**config.mk**
```make
export PLATFORM = sky130hd
export DESIGN_NAME = spi_cmd_sequencer
export DESIGN_NICKNAME = d
export VERILOG_FILES = /design/src/rtl/spi_cmd_sequencer.sv
export SDC_FILE = /design/constraint.sdc
export NUM_CORES = 1
export LEC_CHECK = 0
export ABC_CLOCK_PERIOD_IN_PS = 5040
export CORE_UTILIZATION = 41
export DETAILED_ROUTE_END_ITERATION = 10
export SYNTH_ARGS = -nofsm -noshare
export SYNTH_HDL_FRONTEND = slang
export SYNTH_SLANG_ARGS = --single-unit
```
**constraint.sdc**
```tcl
create_clock -name mclk -period 5.04 [get_ports mclk]
set_input_delay 1.26 -clock mclk [delete_from_list [all_inputs] [get_ports mclk]]
set_output_delay 1.26 -clock mclk [all_outputs]
set_load 0.01 [all_outputs]
```
**src/rtl/spi_cmd_sequencer.sv**
```systemverilog
// spi_cmd_sequencer: queues SPI commands and drives spi_master framing.
// Optional write-ack responses are enabled by defining SPI_SEQ_WR_ACK_EN.
//
// Ports:
//   mclk, reset         clock, async active-high reset
//   cmd_*               command push port (valid/ready), rd_wr/addr/wdata
//   rsp_*               response port (valid/ready), rdata/addr/is_wr
//   fifo_level          current command FIFO occupancy
//   busy                sequencer is not idle
//   start, master_*     framing pins to spi_master
//   master_in_data      read data returned by spi_master
module spi_cmd_sequencer #(
    parameter int FIFO_DEPTH   = 4,
    parameter int FRAME_CYCLES = 18,
    parameter int GAP_CYCLES   = 2
) (
    input  logic                          mclk,
    input  logic                          reset,
    input  logic                          cmd_valid,
    output logic                          cmd_ready,
    input  logic                          cmd_rd_wr,
    input  logic [6:0]                    cmd_addr,
    input  logic [7:0]                    cmd_wdata,
    output logic                          rsp_valid,
    input  logic                          rsp_ready,
    output logic [7:0]                    rsp_rdata,
    output logic [6:0]                    rsp_addr,
    output logic                          rsp_is_wr,
    output logic [$clog2(FIFO_DEPTH):0]   fifo_level,
    output logic                          busy,
    output logic                          start,
    output logic                          master_rd_wr,
    output logic [6:0]                    master_address,
    output logic [7:0]                    master_out_data,
    input  logic [7:0]                    master_in_data
);

    localparam int AW = $clog2(FIFO_DEPTH);
    localparam int PW = AW + 1;
    localparam int CW = $clog2(FRAME_CYCLES + GAP_CYCLES + 1);

    typedef enum logic [2:0] {
        IDLE,
        LOAD,
        FRAME,
        CAPTURE,
        GAP
    } state_t;

    state_t         state_q, state_d;
    logic [CW-1:0]  cnt_q, cnt_d;

    // FIFO storage: {rd_wr, addr, wdata}
    logic [15:0]    mem_q [FIFO_DEPTH];
    logic [PW-1:0]  wr_ptr_q, wr_ptr_d;
    logic [PW-1:0]  rd_ptr_q, rd_ptr_d;
    logic [PW-1:0]  level;
    logic           full;
    logic           empty;
    logic           push;
    logic           pop;

    logic           master_rd_wr_q, master_rd_wr_d;
    logic [6:0]     master_address_q, master_address_d;
    logic [7:0]     master_out_data_q, master_out_data_d;

    logic           rsp_valid_q, rsp_valid_d;
    logic [7:0]     rsp_rdata_q, rsp_rdata_d;
    logic [6:0]     rsp_addr_q, rsp_addr_d;
`ifdef SPI_SEQ_WR_ACK_EN
    logic           rsp_is_wr_q, rsp_is_wr_d;
`endif

    // Wrap bit in the pointers makes full/empty unambiguous.
    assign level = wr_ptr_q - rd_ptr_q;
    assign full  = (level == PW'(FIFO_DEPTH));
    assign empty = (level == '0);

    // Push is gated by full only, so a same-cycle pop never frees a slot
    // for the incoming command.
    assign push = cmd_valid && !full;

    assign wr_ptr_d = wr_ptr_q + PW'(push);
    assign rd_ptr_d = rd_ptr_q + PW'(pop);

    // Next-state and pop decision
    always_comb begin
        state_d = state_q;
        cnt_d   = cnt_q;
        pop     = 1'b0;
        case (state_q)
            IDLE: begin
                // A pending response blocks the next frame so it is
                // never overwritten.
                if (!empty && !rsp_valid_q) begin
                    pop     = 1'b1;
                    state_d = LOAD;
                end
            end
            LOAD: begin
                state_d = FRAME;
                cnt_d   = CW'(FRAME_CYCLES - 1);
            end
            FRAME: begin
                if (cnt_q == '0) begin
                    state_d = CAPTURE;
                end else begin
                    cnt_d = cnt_q - CW'(1);
                end
            end
            CAPTURE: begin
                state_d = GAP;
                cnt_d   = CW'(GAP_CYCLES - 1);
            end
            GAP: begin
                if (cnt_q == '0) begin
                    state_d = IDLE;
                end else begin
                    cnt_d = cnt_q - CW'(1);
                end
            end
            default: begin
                state_d = IDLE;
            end
        endcase
    end

    // Master pin registers: loaded on pop, otherwise held so the last
    // command stays visible after completion.
    always_comb begin
        master_rd_wr_d    = master_rd_wr_q;
        master_address_d  = master_address_q;
        master_out_data_d = master_out_data_q;
        if (pop) begin
            {master_rd_wr_d, master_address_d, master_out_data_d} =
                mem_q[rd_ptr_q[AW-1:0]];
        end
    end

    // Response slot
    always_comb begin
        rsp_valid_d = rsp_valid_q;
        rsp_rdata_d = rsp_rdata_q;
        rsp_addr_d  = rsp_addr_q;
`ifdef SPI_SEQ_WR_ACK_EN
        rsp_is_wr_d = rsp_is_wr_q;
`endif
        if (rsp_valid_q && rsp_ready) begin
            rsp_valid_d = 1'b0;
        end
        if (state_q == CAPTURE) begin
            if (master_rd_wr_q) begin
                rsp_valid_d = 1'b1;
                rsp_rdata_d = master_in_data;
                rsp_addr_d  = master_address_q;
`ifdef SPI_SEQ_WR_ACK_EN
                rsp_is_wr_d = 1'b0;
`endif
            end
`ifdef SPI_SEQ_WR_ACK_EN
            else begin
                rsp_valid_d = 1'b1;
                rsp_rdata_d = 8'h00;
                rsp_addr_d  = master_address_q;
                rsp_is_wr_d = 1'b1;
            end
`endif
        end
    end

    always_ff @(posedge mclk or posedge reset) begin
        if (reset) begin
            for (int i = 0; i < FIFO_DEPTH; i++) begin
                mem_q[i] <= '0;
            end
        end else if (push) begin
            mem_q[wr_ptr_q[AW-1:0]] <= {cmd_rd_wr, cmd_addr, cmd_wdata};
        end
    end

    always_ff @(posedge mclk or posedge reset) begin
        if (reset) begin
            state_q           <= IDLE;
            cnt_q             <= '0;
            wr_ptr_q          <= '0;
            rd_ptr_q          <= '0;
            master_rd_wr_q    <= 1'b0;
            master_address_q  <= '0;
            master_out_data_q <= '0;
            rsp_valid_q       <= 1'b0;
            rsp_rdata_q       <= '0;
            rsp_addr_q        <= '0;
        end else begin
            state_q           <= state_d;
            cnt_q             <= cnt_d;
            wr_ptr_q          <= wr_ptr_d;
            rd_ptr_q          <= rd_ptr_d;
            master_rd_wr_q    <= master_rd_wr_d;
            master_address_q  <= master_address_d;
            master_out_data_q <= master_out_data_d;
            rsp_valid_q       <= rsp_valid_d;
            rsp_rdata_q       <= rsp_rdata_d;
            rsp_addr_q        <= rsp_addr_d;
        end
    end

`ifdef SPI_SEQ_WR_ACK_EN
    always_ff @(posedge mclk or posedge reset) begin
        if (reset) begin
            rsp_is_wr_q <= 1'b0;
        end else begin
            rsp_is_wr_q <= rsp_is_wr_d;
        end
    end
    assign rsp_is_wr = rsp_is_wr_q;
`else
    assign rsp_is_wr = 1'b0;
`endif

    // start decodes straight from the state register so an async reset
    // drops it in the same instant.
    assign start           = (state_q == FRAME);
    assign busy            = (state_q != IDLE);
    assign cmd_ready       = !full;
    assign fifo_level      = level;
    assign master_rd_wr    = master_rd_wr_q;
    assign master_address  = master_address_q;
    assign master_out_data = master_out_data_q;
    assign rsp_valid       = rsp_valid_q;
    assign rsp_rdata       = rsp_rdata_q;
    assign rsp_addr        = rsp_addr_q;

endmodule

```
==> flow_results.org <==
** GRT
- Grt met1 use :: between 20% and 30%
- Entering global routing, the biggest net connects 72 pins.
- Initial antenna violation count :: 0
- GR met3 Demand/Resource :: around 3.0%
- Summed over all layers, the global routing overflow is 0.
- The number of global-route vias before repair was between 2000 and 3000.
- Met2 routing resource usage after global routing :: about a quarter
- Global routing consumed, over all layers together, approximately 16% of the routing resources.
- Wire length of the first global-routing pass :: approximately 16000 um
- met2 is the most crowded layer.

** Logic synthesis
- Syn Inst Count :: between 300 and 400
- In this run the biggest area consumer among cell types represents between 50% and 60% of the synthesized area.
- Syn. warnings :: 0
- Largest family of logic cells by synthesized area :: multiplexers
- For this run, the leading register cell type out of synthesis is sky130_fd_sc_hd__dfrtp_1.
- Synthesized-area fraction occupied by ao, oa, aoi and oai cells :: 4.13%
- EDFF count, synth :: 0
- The synthesized netlist devotes 2.38% of its cell area to adder and majority cells.
- Fraction of the yosys area taken by sequential cells :: between 50% and 60%
- Of the total synthesized cell area, the portion taken by AND, OR, NAND and NOR gates is under 10%.
- Area contributors post-synth :: sky130_fd_sc_hd__dfrtp_1, sky130_fd_sc_hd__mux2_2, sky130_fd_sc_hd__mux4_2
- Area share of xor/xnor cells in the synthesized design :: about 1.2%
- Cell accounting for the most synthesized area :: sky130_fd_sc_hd__dfrtp_1
- Most repeated cell in the gate-level netlist after synthesis :: sky130_fd_sc_hd__dfrtp_1
- Measured against the total synthesized area, the mux share comes to between 20 and 30%.
- The synthesized netlist contains 46 unique library cells.
- The cell area that synthesis handed to floorplanning was about 4900 sq um.
- Counting every net in the synthesized netlist gives between 300 and 400.
- Flip-flop and latch count after synthesis :: 110
- List of most frequent post-synthesis cells :: sky130_fd_sc_hd__dfrtp_1, sky130_fd_sc_hd__mux2_2, sky130_fd_sc_hd__inv_1, sky130_fd_sc_hd__mux4_2, sky130_fd_sc_hd__mux2_4
- Async SR Flop Fraction :: 100%
- A synthesized cell averages 15.2 sq um.

** Clocking
- Sinks on Clock Net :: 110
- CTS max path bufs :: 2
- Post_cts resized :: 0
- Root Buffer Master :: sky130_fd_sc_hd__clkbuf_16
- Clock input transition at the sequential cells of the worst setup and hold paths :: around 0.070 ns
- TritonCTS clock tree :: yes
- Buffers inserted to repair hold after CTS numbered 0.
- Later-pin clock latency in the skew report :: 0.35 ns
- Inserted Clock Buffers :: 9
- CTS HTree Levels :: 3
- Setup bufs post-CTS :: 0

** STA
- Setup skew after layout :: about 0.0059 ns
- Based on the critical path, the design can be clocked at up to roughly 250 MHz.
- Final clock period utilization by the worst path :: between 70% and 80%
- Final hold violation count :: 0
- Setup total negative slack on the finished layout was measured at 0 ns.
- The routed design could run at a clock period as short as approximately 4 ns.
- The final max-slew violation count is 0.
- For the pin with the worst max-slew slack, the measured transition is slightly below 1 ns.
- Slew margin rel. :: around a third
- Setup repair after global routing missed its margin :: no
- On the final layout, the worst hold slack is between 0.4 and 0.5 ns.
- Setup violations remaining at the end of the flow were counted as 0.

** Layout
- At the end of the flow, the number of nets in the layout was between 400 and 500.
- Summing all non-filler instances in the final layout gives an area of approximately 6000 sq um.
- Antenna diodes :: 0
- The post-route netlist has a little over a third of its cells at a drive strength greater than 1.
- The area growth from synthesis to layout is 22.0%.
- The finished layout holds about 540 standard cells, fillers aside.

** Die
- Starting utilization of the core area :: a little over two fifths
- Core Area :: approximately 12000 sq um
- The die covers approximately 12000 sq um.
- Number of core rows :: 39
- The floorplan step set the die height to around 110 um.
- Pin placement for this block handled between 60 and 70 I/O pins.
- Die X-Extent :: approximately 110 um

** Critical path
- Along the worst path, the maximum fanout reaches 18.
- Crit path capture type :: output port
- Endpoint arrival time on the critical path :: roughly 2.8 ns
- For this run, the slowest stage of the critical path takes between 0.7 and 0.8 ns.
- Walking the worst path, the cells encountered are ha_1 > fa_1 > xor3_2 > nand3_1 > clkdlybuf4s50_1.
- STA classifies the critical path startpoint as a flop.
- Worst path required time :: approximately 3.8 ns
- The critical path in this run is classified as flop to output port.
- Slowest CP cell :: sky130_fd_sc_hd__dfrtp_1

** Route
- Mean number of vias per cell :: 5.34
- Violation count after the first detailed-routing iteration :: roughly 80
- The final route contains 2865 vias.
- For this run, design rule violations remaining after detail routing come to 7.
- WL per Instance :: approximately 17 um
- Detailed Routing Iterations Pass 1 :: 7
- Residual antenna-violating net count after detailed routing :: 0
- Routed WL :: 9230 um

** Power and ir drop
- In this run the static leakage power is 2.55 nW.
- Total power divided by cell area :: roughly 730 nW/um^2
- The worst-case IR drop observed on VDD is 0.277 mV.

** Placement
- The placed instances occupy a cell area of 5720 sq um.
- Summed over all nets, the half-perimeter wirelength after detailed placement is between 5000 and 6000 um.
- In this run, placement finished with an instance count of approximately 520.
- Gp weighted congestion :: between 0.8 and 0.9
- Buffers placed on the I/O ports in this run total 65.

** Outcome
- Failing checks :: DRC
- The flow ran to the end, but the final reports show violations.

** Job
- The tool flagged a number of max-cap violations equal to 0.

** Min path
- The worst hold path belongs to the class flop to flop.
==> cell type report <==
cell class / instances / area, sq um
Clock inverter: 3 / 68.8
Timing Repair Buffer: 69 / 681
Clock buffer: 13 / 240
Inverter: 16 / 62.6
Sequential cell: 110 / 2750
Multi-Input combinational cell: 183 / 2040
Fill cell: 999 / 5540
Tap cell: 143 / 179
==> per-stage QoR <==
stage	power, mW	util (%)	worst slack (ns)
floorplan	3.02	-	0.878
global placement	3.67	49.4	1.36
detailed placement	3.73	49.4	1.34
CTS	4.48	52.1	0.959
global route	4.73	52.1	0.855
finish	4.42	52.1	1.03
==> power breakdown <==
part / switching, mW / internal (mW) / leakage, nW
registers: 0.315 / 1.34 / 1.31
logic: 0.776 / 1.24 / 1.09
clock network: 0.306 / 0.438 / 0.148
==> flip-flops by register name, indices dropped and copies added, names as in the netlist <==
register         flops
rsp_valid            1
master_rd_wr         1
mem_q               64
master_out_data      8
rd_ptr_q             3
wr_ptr_q             3
master_address       7
rsp_rdata            8
state_q              3
rsp_addr             7
cnt_q                5
==> layout by cell type (no fill, tap or decap), types with 2 or more instances in the layout <==
master / Yosys / layout
sky130_fd_sc_hd__nand2_1: 7 / 7
sky130_fd_sc_hd__nand3_1: 3 / 3
sky130_fd_sc_hd__nor3_1: 2 / 2
sky130_fd_sc_hd__a211o_1: 2 / 2
sky130_fd_sc_hd__a211oi_1: 2 / 2
sky130_fd_sc_hd__clkbuf_16: 0 / 9
sky130_fd_sc_hd__nor3_4: 0 / 3
sky130_fd_sc_hd__mux4_2: 16 / 16
sky130_fd_sc_hd__a21oi_1: 4 / 4
sky130_fd_sc_hd__buf_4: 4 / 4
sky130_fd_sc_hd__ha_1: 7 / 7
sky130_fd_sc_hd__or3_1: 2 / 2
sky130_fd_sc_hd__nor2_1: 5 / 5
sky130_fd_sc_hd__mux2_2: 85 / 85
sky130_fd_sc_hd__inv_1: 16 / 15
sky130_fd_sc_hd__bufinv_16: 0 / 2
sky130_fd_sc_hd__o211ai_1: 2 / 2
sky130_fd_sc_hd__xor2_1: 2 / 2
sky130_fd_sc_hd__or3b_2: 2 / 2
sky130_fd_sc_hd__o21ai_0: 6 / 6
sky130_fd_sc_hd__xnor2_1: 2 / 2
sky130_fd_sc_hd__mux2_4: 10 / 10
sky130_fd_sc_hd__dfrtp_1: 110 / 110
sky130_fd_sc_hd__clkdlybuf4s50_1: 0 / 65
sky130_fd_sc_hd__clkbuf_1: 8 / 4
==> worst max-delay path, delay by kind of cell (launching register included) <==
family	cells	cell delay [ns]
buffers and inverters	1	0.53
adders and majority gates	2	0.75
and+or+nand+nor	1	0.11
xor gates and xnor gates	1	0.29
DFF	1	0.72
==> final timing paths <==
check / from / endpoint / slack [ns] / depth (start not counted)
max in group asynchronous: reset / master_address[0] / 2.75 / 3
worst min-delay path: rd_ptr_q[2] / rd_ptr_q[2] / 0.48 / 1
worst min register to register: rd_ptr_q[2] / rd_ptr_q[2] / 0.48 / 1
worst max register to register: rd_ptr_q[0] / mem_q[52] / 1.67 / 6
worst max-delay path: rd_ptr_q[0] / cmd_ready / 1.03 / 5
min in group asynchronous: reset / master_out_data[0] / 1.44 / 2
==> metal layers <==
metal / wire length, um / vias to the layer above
met2: 4470 / 55
li1: - / 1306
met5: 0 / -
met3: 324 / 12
met4: 187 / 0
met1: 4240 / 1492
==> logic make-up (layout without fill, tap and decap cells) <==
group,after synthesis,in the layout
AO/OA/AOI/OAI,27,27
adder cells (fa/ha/maj),9,9
other,1,1
flip-flops,110,110
multiplexers,111,111
buffers and inverters,32,101
AND/OR/NAND/NOR,30,30
XOR/XNOR,5,5
No activity file was read; power rests on OpenSTA's default activity.
